**config.mk**
```make
export PLATFORM = sky130hd
export DESIGN_NAME = quadrature_decoder
export DESIGN_NICKNAME = d
export VERILOG_FILES = /design/src/rtl/quad_pkg.sv /design/src/rtl/quadrature_decoder_debouncer.sv /design/src/rtl/quadrature_decoder.sv
export SDC_FILE = /design/constraint.sdc
export NUM_CORES = 1
export LEC_CHECK = 0
export CORE_MARGIN = 5
export CORE_UTILIZATION = 45
export DETAILED_ROUTE_END_ITERATION = 10
export PLACE_DENSITY = 0.65
export SYNTH_ARGS = -nofsm -noshare
export SYNTH_HDL_FRONTEND = slang
export SYNTH_HIERARCHICAL = 1
export SYNTH_SLANG_ARGS = --single-unit
```
**constraint.sdc**
```tcl
create_clock -name clk -period 3.65 [get_ports clk]
set_input_delay 1.095 -clock clk [delete_from_list [all_inputs] [get_ports clk]]
set_output_delay 1.095 -clock clk [all_outputs]
set_load 0.02 [all_outputs]
```
**src/rtl/quad_pkg.sv**
```systemverilog
// Shared types and phase lookup tables for the quadrature decoder.
package quad_pkg;

  typedef enum logic [2:0] {
    Q_INIT,
    Q_00,
    Q_01,
    Q_11,
    Q_10
  } quad_state_t;

  // Next-phase tables, two bits per entry, indexed by the current {a,b} phase.
  localparam logic [7:0] CW_NEXT_LUT  = {2'b10, 2'b00, 2'b11, 2'b01};
  localparam logic [7:0] CCW_NEXT_LUT = {2'b01, 2'b11, 2'b00, 2'b10};

  function automatic logic [1:0] cw_next(input logic [1:0] p);
    return CW_NEXT_LUT[{p, 1'b0} +: 2];
  endfunction

  function automatic logic [1:0] ccw_next(input logic [1:0] p);
    return CCW_NEXT_LUT[{p, 1'b0} +: 2];
  endfunction

  function automatic quad_state_t phase_to_state(input logic [1:0] p);
    quad_state_t s;
    case (p)
      2'b00:   s = Q_00;
      2'b01:   s = Q_01;
      2'b11:   s = Q_11;
      default: s = Q_10;
    endcase
    return s;
  endfunction

  function automatic logic [1:0] state_phase(input quad_state_t s);
    logic [1:0] p;
    case (s)
      Q_01:    p = 2'b01;
      Q_11:    p = 2'b11;
      Q_10:    p = 2'b10;
      default: p = 2'b00;
    endcase
    return p;
  endfunction

endpackage

```
**src/rtl/quadrature_decoder_debouncer.sv**
```systemverilog
// Two-flop synchronizer plus stability filter for a W-bit group of raw inputs.
module pair_debouncer #(
  parameter int unsigned W      = 2,
  parameter int unsigned CYCLES = 16
) (
  input  logic         i_clk,
  input  logic         i_rst_n,
  input  logic [W-1:0] i_raw,
  output logic [W-1:0] o_filtered,
  output logic         o_changed
);

  localparam int unsigned CW = $clog2(CYCLES + 1);

  logic [W-1:0]  r_s1, r_s2, r_cand, r_filt;
  logic [CW-1:0] r_cnt;
  logic          r_primed, r_changed;

  logic          w_pending, w_restart, w_accept;
  logic [CW-1:0] w_cnt_next;

  // Before the first acceptance the synced value is qualified even if it
  // equals the reset value, so the decoder always gets an initial phase.
  assign w_pending  = (r_s2 != r_filt) || !r_primed;
  assign w_restart  = (r_cnt == '0) || (r_s2 != r_cand);
  assign w_cnt_next = w_restart ? CW'(1) : r_cnt + 1'b1;
  assign w_accept   = w_pending && (w_cnt_next == CW'(CYCLES));

  always_ff @(posedge i_clk or negedge i_rst_n) begin
    if (!i_rst_n) begin
      r_s1      <= '0;
      r_s2      <= '0;
      r_cand    <= '0;
      r_filt    <= '0;
      r_cnt     <= '0;
      r_primed  <= 1'b0;
      r_changed <= 1'b0;
    end else begin
      r_s1      <= i_raw;
      r_s2      <= r_s1;
      r_changed <= 1'b0;
      if (!w_pending) begin
        r_cnt <= '0;
      end else if (w_accept) begin
        r_filt    <= r_s2;
        r_cnt     <= '0;
        r_primed  <= 1'b1;
        r_changed <= 1'b1;
      end else begin
        r_cnt  <= w_cnt_next;
        r_cand <= r_s2;
      end
    end
  end

  assign o_filtered = r_filt;
  assign o_changed  = r_changed;

endmodule

```
**src/rtl/quadrature_decoder.sv**
```systemverilog
// Quadrature decoder: debounced A/B phases drive a saturating position counter.
module quadrature_decoder
  import quad_pkg::*;
#(
  parameter int unsigned N               = 8,
  parameter int unsigned DEBOUNCE_CYCLES = 16
) (
  input  logic         clk,
  input  logic         rst,
  input  logic         ena,
  input  logic         a_in,
  input  logic         b_in,
  output logic [N-1:0] position,
  output logic         step,
  output logic         dir,
  output logic         err
);

  logic [1:0]  w_filt, w_cur_phase;
  logic        w_changed;
  quad_state_t r_state, w_state_nxt;

  logic [N-1:0] r_position, w_pos_nxt;
  logic         r_step, r_dir, r_err;
  logic         w_step_nxt, w_dir_nxt, w_err_nxt;

  pair_debouncer #(
    .W      (2),
    .CYCLES (DEBOUNCE_CYCLES)
  ) u_deb (
    .i_clk      (clk),
    .i_rst_n    (rst),
    .i_raw      ({a_in, b_in}),
    .o_filtered (w_filt),
    .o_changed  (w_changed)
  );

  assign w_cur_phase = state_phase(r_state);

  always_ff @(posedge clk or negedge rst) begin
    if (!rst) begin
      r_state    <= Q_INIT;
      r_position <= '0;
      r_step     <= 1'b0;
      r_dir      <= 1'b0;
      r_err      <= 1'b0;
    end else begin
      r_state    <= w_state_nxt;
      r_position <= w_pos_nxt;
      r_step     <= w_step_nxt;
      r_dir      <= w_dir_nxt;
      r_err      <= w_err_nxt;
    end
  end

  // Phase tracking continues while disabled; only the count is gated by ena.
  always_comb begin
    w_state_nxt = r_state;
    w_pos_nxt   = r_position;
    w_step_nxt  = 1'b0;
    w_dir_nxt   = r_dir;
    w_err_nxt   = 1'b0;
    if (w_changed) begin
      w_state_nxt = phase_to_state(w_filt);
      if (r_state != Q_INIT) begin
        if (w_filt == cw_next(w_cur_phase)) begin
          if (ena && (r_position != '1)) begin
            w_pos_nxt  = r_position + 1'b1;
            w_step_nxt = 1'b1;
            w_dir_nxt  = 1'b1;
          end
        end else if (w_filt == ccw_next(w_cur_phase)) begin
          if (ena && (r_position != '0)) begin
            w_pos_nxt  = r_position - 1'b1;
            w_step_nxt = 1'b1;
            w_dir_nxt  = 1'b0;
          end
        end else if (w_filt != w_cur_phase) begin
          w_err_nxt = 1'b1;
        end
      end
    end
  end

  assign position = r_position;
  assign step     = r_step;
  assign dir      = r_dir;
  assign err      = r_err;

endmodule

```
Word level (Yosys, flattened, before mapping)

Index checks and enable logic that the tools add are counted.

Bits in registers: 29
Input port bits: 5
Output and inout port bits: 11
Logic and storage cells: 72

$add $sub $neg: 3
Equality and inequality tests: 13
Shifts and indexed selects: 2
Mux-type cells: 26
Bitwise logic cells: 1
Reductions and logical operators: 15

Operator list:

| kind                     | number |
|---|---|
| $mux W8                  | 4 |
| $mux W1                  | 17 |
| $shiftx A8 B4 Y2 const A | 2 |
| $mux W5                  | 3 |
| $pmux W3 S3              | 1 |
| $add A8 B1 Y8 const B    | 1 |
| $ne A8 B8 Y1 const B     | 1 |
| $reduce_bool A8 Y1       | 1 |
| $sub A8 B1 Y8 const B    | 1 |
| $eq A3 B2 Y1 const B     | 2 |
| $ne A2 B2 Y1             | 3 |
| $pmux W2 S3              | 1 |
| $add A5 B1 Y5 const B    | 1 |
| $eq A5 B5 Y1 const B     | 1 |
| $logic_not A5 Y1         | 1 |
| $reduce_and A5 Y1        | 1 |
| $eq A2 B2 Y1             | 2 |
| $reduce_and A2 Y1        | 2 |
| $reduce_bool A2 Y1       | 2 |
| $eq A3 B3 Y1 const B     | 1 |
| $logic_and A1 B1 Y1      | 3 |
| $reduce_bool A3 Y1       | 1 |
| $eq A2 B1 Y1 const B     | 1 |
| $eq A2 B2 Y1 const B     | 1 |
| other kinds (5)          | 6 |

Depth between registers and ports, before layout

Word-level depth: 8
Mapped depth: 11
Depth with buffers taken out: 10

Cells and area by module

The synthesis kept the hierarchy.

Modules (own cells, without submodules):

| module             | instances | cells an instance | area an instance (µm²) | seq. area each (µm²) |
|---|---|---|---|---|
| quadrature_decoder | 1         | 102               | 1,026.0                | 350.3 |
| pair_debouncer     | 1         | 50                | 669.4                  | 375.4 |

Worst setup path after synthesis

OpenSTA, ideal clock, no wires.

Path type: reg2reg
Start: reg u_deb.r_filt[1] (netlist: u_deb/o_filtered[1])
End: reg r_position[7] (netlist: position[7])
Setup time: 0.080 ns
Data arrival time: 2.841 ns
Required time: 3.570 ns
Path slack: 0.730 ns
Cell stages (with the launch flop): 12
Path buffers: 1
Period minus slack after synthesis: 2.920 ns
Cell sequence: dfrtp_1 -> buf_2 -> or4bb_1 -> o311ai_1 -> nand2b_1 -> ha_1 -> a21o_1 -> a21oi_1 -> a21oi_1 -> or3b_1 -> a21oi_2 -> xor2_1

Cells in the longest elaborated chain, start to end: 3
Elaborated cells between the ends (all ways): 7
Those cells by class: 3 x eq/ne; 1 x mux; 3 x reduce/logical

Ends and longest elaborated chain:

| item                                                         | RTL line                                           | RTL |
|---|---|---|
| start: declaration                                           | quadrature_decoder_debouncer.sv:15                 | `logic [W-1:0] r_s1, r_s2, r_cand, r_filt;` |
| start signal: assignment                                     | quadrature_decoder_debouncer.sv:45                 | `r_filt <= r_s2;` |
| $eq A2 B2 Y1 (on tied branches)                              | quadrature_decoder.sv:66, quadrature_decoder.sv:72 |  |
| $ne A2 B1 Y1 (no line) or $reduce_bool A2 Y1 (tied branches) | n/a                                                |  |
| $reduce_and A5 Y1 (no line)                                  | n/a                                                |  |
| end signal: assignment                                       | quadrature_decoder.sv:49                           | `r_position <= w_pos_nxt;` |
| end: declaration                                             | quadrature_decoder.sv:23                           | `logic [N-1:0] r_position, w_pos_nxt;` |

Several ways; a longest one is shown, not always the timed one.
A chain may end at the register's enable or synchronous reset.

Worst setup path in the final report

Start: reg u_deb.r_filt[1] (netlist: u_deb/o_filtered[1])
End: reg r_position[6] (netlist: position[6])

Same word-level chain as after synthesis.

==> reports/results.ini <==
[outcome]
run_status = finished, final reports clean

[power]
p_int_uw = 572
comb_power_share = 0.065
clkPwrFrac = 0.470
p_per_area_mw_per_mm2 = 362
p_sw_uw = 155
ir_drop_mv = 0.257
switching_share = 0.213
cellLeakagePower_nw = 0.913
pwr-share-seq = 0.465

[min_path]
hold_path_class = reg -> reg

[clock_tree]
cts_root_buf = clkbuf_8
cts.sinks = 29
post-cts-setup-buffers = 0
cts_buffers = 5
clkLatencyLatePin_ps = 280
cts_tree = built
clockBufferDepth = 2
clk_pin_slew_ps = 60
hold_buffers = 0
htreeDepth = 2
cts-resized-gates = 0

[route]
drc = 0
drt_iter0_drc = 87
wl_um = 3130
vias_per_cell = 5.31
via_count = 1174
routedWlPerCell_um = 14.2
firstDrtPassIters = 4
ant_nets = 0

[yosys]
ys_seq_area_frac = 0.428
yosysUniqueCellTypes = 50
syn_avg_cell_area_um2 = 11.2
synth_warnings = 6
ys_async_sr_fraction = 1.00
synth_edf_count = 0
ys_seq_elements = 29
synth_nets = 169
synth_area_leaders = dfrtp_1 (43%), ha_1 (8.1%), xnor2_1 (5.2%)
syn_inst = 152
synth_ff_type = dfrtp_1
syn-cell-area_mm2 = 0.00170
yosysTopAreaCellShare = 0.428
synth_top_area_cell = dfrtp_1

[floorplan]
fp.dieArea_mm2 = 0.00510
dieWidth_um = 71.4
num_io_pins = 16
die_h_um = 71.4
core_mm2 = 0.00366
initial_utilization = 0.463
row_count = 22

[timing]
finalCritPeriodShare = 0.893
tns_ps = 0
finalCriticalPeriod_ps = 3260
setup_violations = 0
clock.fmax_mhz = 307
skew_ps = 5.62
drv_slew = 0
hold_violations = 0
relSlewSlack = 0.662
rsz0062_at_grt = false
worst_pin_slew_ps = 502

[layout]
drive_gt1_frac = 0.121
final_nets = 189
post-route-util = 0.549
diodes = 0
area_delta_synth_final_pct = 18.5

[critical_path]
required_ps = 3810
path_buf_inv = 0
end_kind = flop
cp.arrival_ps = 3420
rrSetupSlack_ps = 390
crit_type = reg -> reg
path_delay_family = compound AO/OA/AOI/OAI gates
startpoint_type = flop
cp_max_fo = 14
slowest_delay_ps = 600
critical_path.most_common_cell = a21oi_1
path_cells = or4bb_1 -> o311ai_1 -> nand2b_1 -> fa_1 -> a21o_1 -> a21oi_1 -> o21bai_1 -> a21oi_1 -> xnor2_1 -> mux2_1
cpMaxStageDelayCell = dfrtp_1

[grt]
grt_max_degree = 30
grt_antenna_before_repair = 0
grt_use_total = 0.142
grt_pass1_vias = 1207
grt_remaining_overflow = 0
grt_pass1_wl_um = 5640

[place]
gp_congestion = 0.820
hpwl_um = 2310
port_buffers = 15

[run]
maxCapViolations = 0

==> sequential cells by signal, indices dropped and copies added, names as in the netlist <==
name and flops:
u_deb/r_primed 1, u_deb/r_cnt 5, u_deb/r_cand 2, u_deb/r_s2 2
position 8, err 1, r_state 3, u_deb/r_s1 2
u_deb/o_filtered 2, dir 1, step 1, u_deb/o_changed 1
==> metal layers <==
layer | wire, um | up-vias | global-route usage
li1 | - | 591 | -
met1 | 1460 | 565 | 0.179
met2 | 1530 | 14 | 0.226
met3 | 111 | 4 | 0.0547
met4 | 34 | 0 | 0.0438
met5 | 0 | - | 0
==> final timing paths <==
check,startpoint,end,depth (start not counted)
max,u_deb/o_filtered[1],position[6],10
min,u_deb/r_s1[1],u_deb/r_s2[1],0
max reg2reg,u_deb/o_filtered[1],position[6],10
min reg2reg,u_deb/r_s1[1],u_deb/r_s2[1],0
max in group asynchronous,rst,position[4],2
min in group asynchronous,rst,err,2
==> cell type report <==
cell class / instances / area [um^2]
Fill cell: 331 / 1650
Multi-Input combinational cell: 111 / 915
Sequential cell: 29 / 726
Timing Repair Buffer: 16 / 158
Clock buffer: 7 / 86.3
Tap cell: 48 / 60.1
Inverter: 9 / 33.8
Clock inverter: 1 / 30.0
==> synth_stat cells, types with 2 or more instances <==
| cell | count |
|---|---|
| inv_1 | 9 |
| mux2_1 | 7 |
| a21oi_1 | 7 |
| xor2_1 | 5 |
| o21ai_0 | 3 |
| ha_1 | 11 |
| nor2_1 | 8 |
| nand4_1 | 3 |
| xnor2_1 | 10 |
| a21o_1 | 3 |
| nand2_1 | 5 |
| nor3_1 | 3 |
| or4_1 | 2 |
| and2_1 | 3 |
| mux2_2 | 3 |
| buf_2 | 2 |
| nand3_1 | 4 |
| nor2b_1 | 3 |
| dfrtp_1 | 29 |
| nor3b_1 | 2 |
==> power by group through the flow <==
stage	registers (mW)	logic [mW]	clock network, mW
4_1_cts	0.338	0.0487	0.352
3_5_place_dp	0.344	0.0484	0
5_1_grt	0.339	0.0535	0.366
3_3_place_gp	0.343	0.0470	0
6_report	0.338	0.0474	0.342
2_1_floorplan	0.341	0.0328	0
==> layout by cell type (no fill, tap or decap), types with 2 or more instances in the layout <==
cell type,n
nor2_1,8
xor2_1,5
clkbuf_8,6
nor2b_1,3
nand4_1,3
nand2_1,5
and2_1,3
mux2_2,3
inv_1,9
a21oi_1,7
ha_1,11
a21o_1,3
clkdlybuf4s50_1,15
nand3_1,4
nor3_1,3
or4_1,2
nor3b_1,2
xnor2_1,10
o21ai_0,3
dfrtp_1,29
mux2_1,7
==> cells by family (layout without fill, tap and decap cells) <==
| logic type | after synthesis | after routing | synth area share |
|---|---|---|---|
| flops | 29 | 29 | 0.428 |
| compound gates | 26 | 26 | 0.112 |
| simple gates | 47 | 47 | 0.185 |
| fa+ha+maj | 12 | 12 | 0.0930 |
| mux | 11 | 11 | 0.0723 |
| buf+inv | 12 | 33 | 0.0325 |
| xor+xnor | 15 | 15 | 0.0775 |
==> per-stage QoR <==
stage / std cells / power (mW) / area [um^2] / worst slack [ps] / hold slack [ps]
final: 221 / 0.727 / 2010 / 390 / 348
after global routing: 221 / 0.759 / 2010 / 183 / 367
after CTS: 221 / 0.739 / 2010 / 381 / 349
after detailed placement: 213 / 0.392 / 1890 / 479 / 336
after global placement: 213 / 0.390 / 1890 / 588 / 332
after floorplan: 152 / 0.374 / 1700 / 730 / 331
No activity file was read; power rests on OpenSTA's default activity.
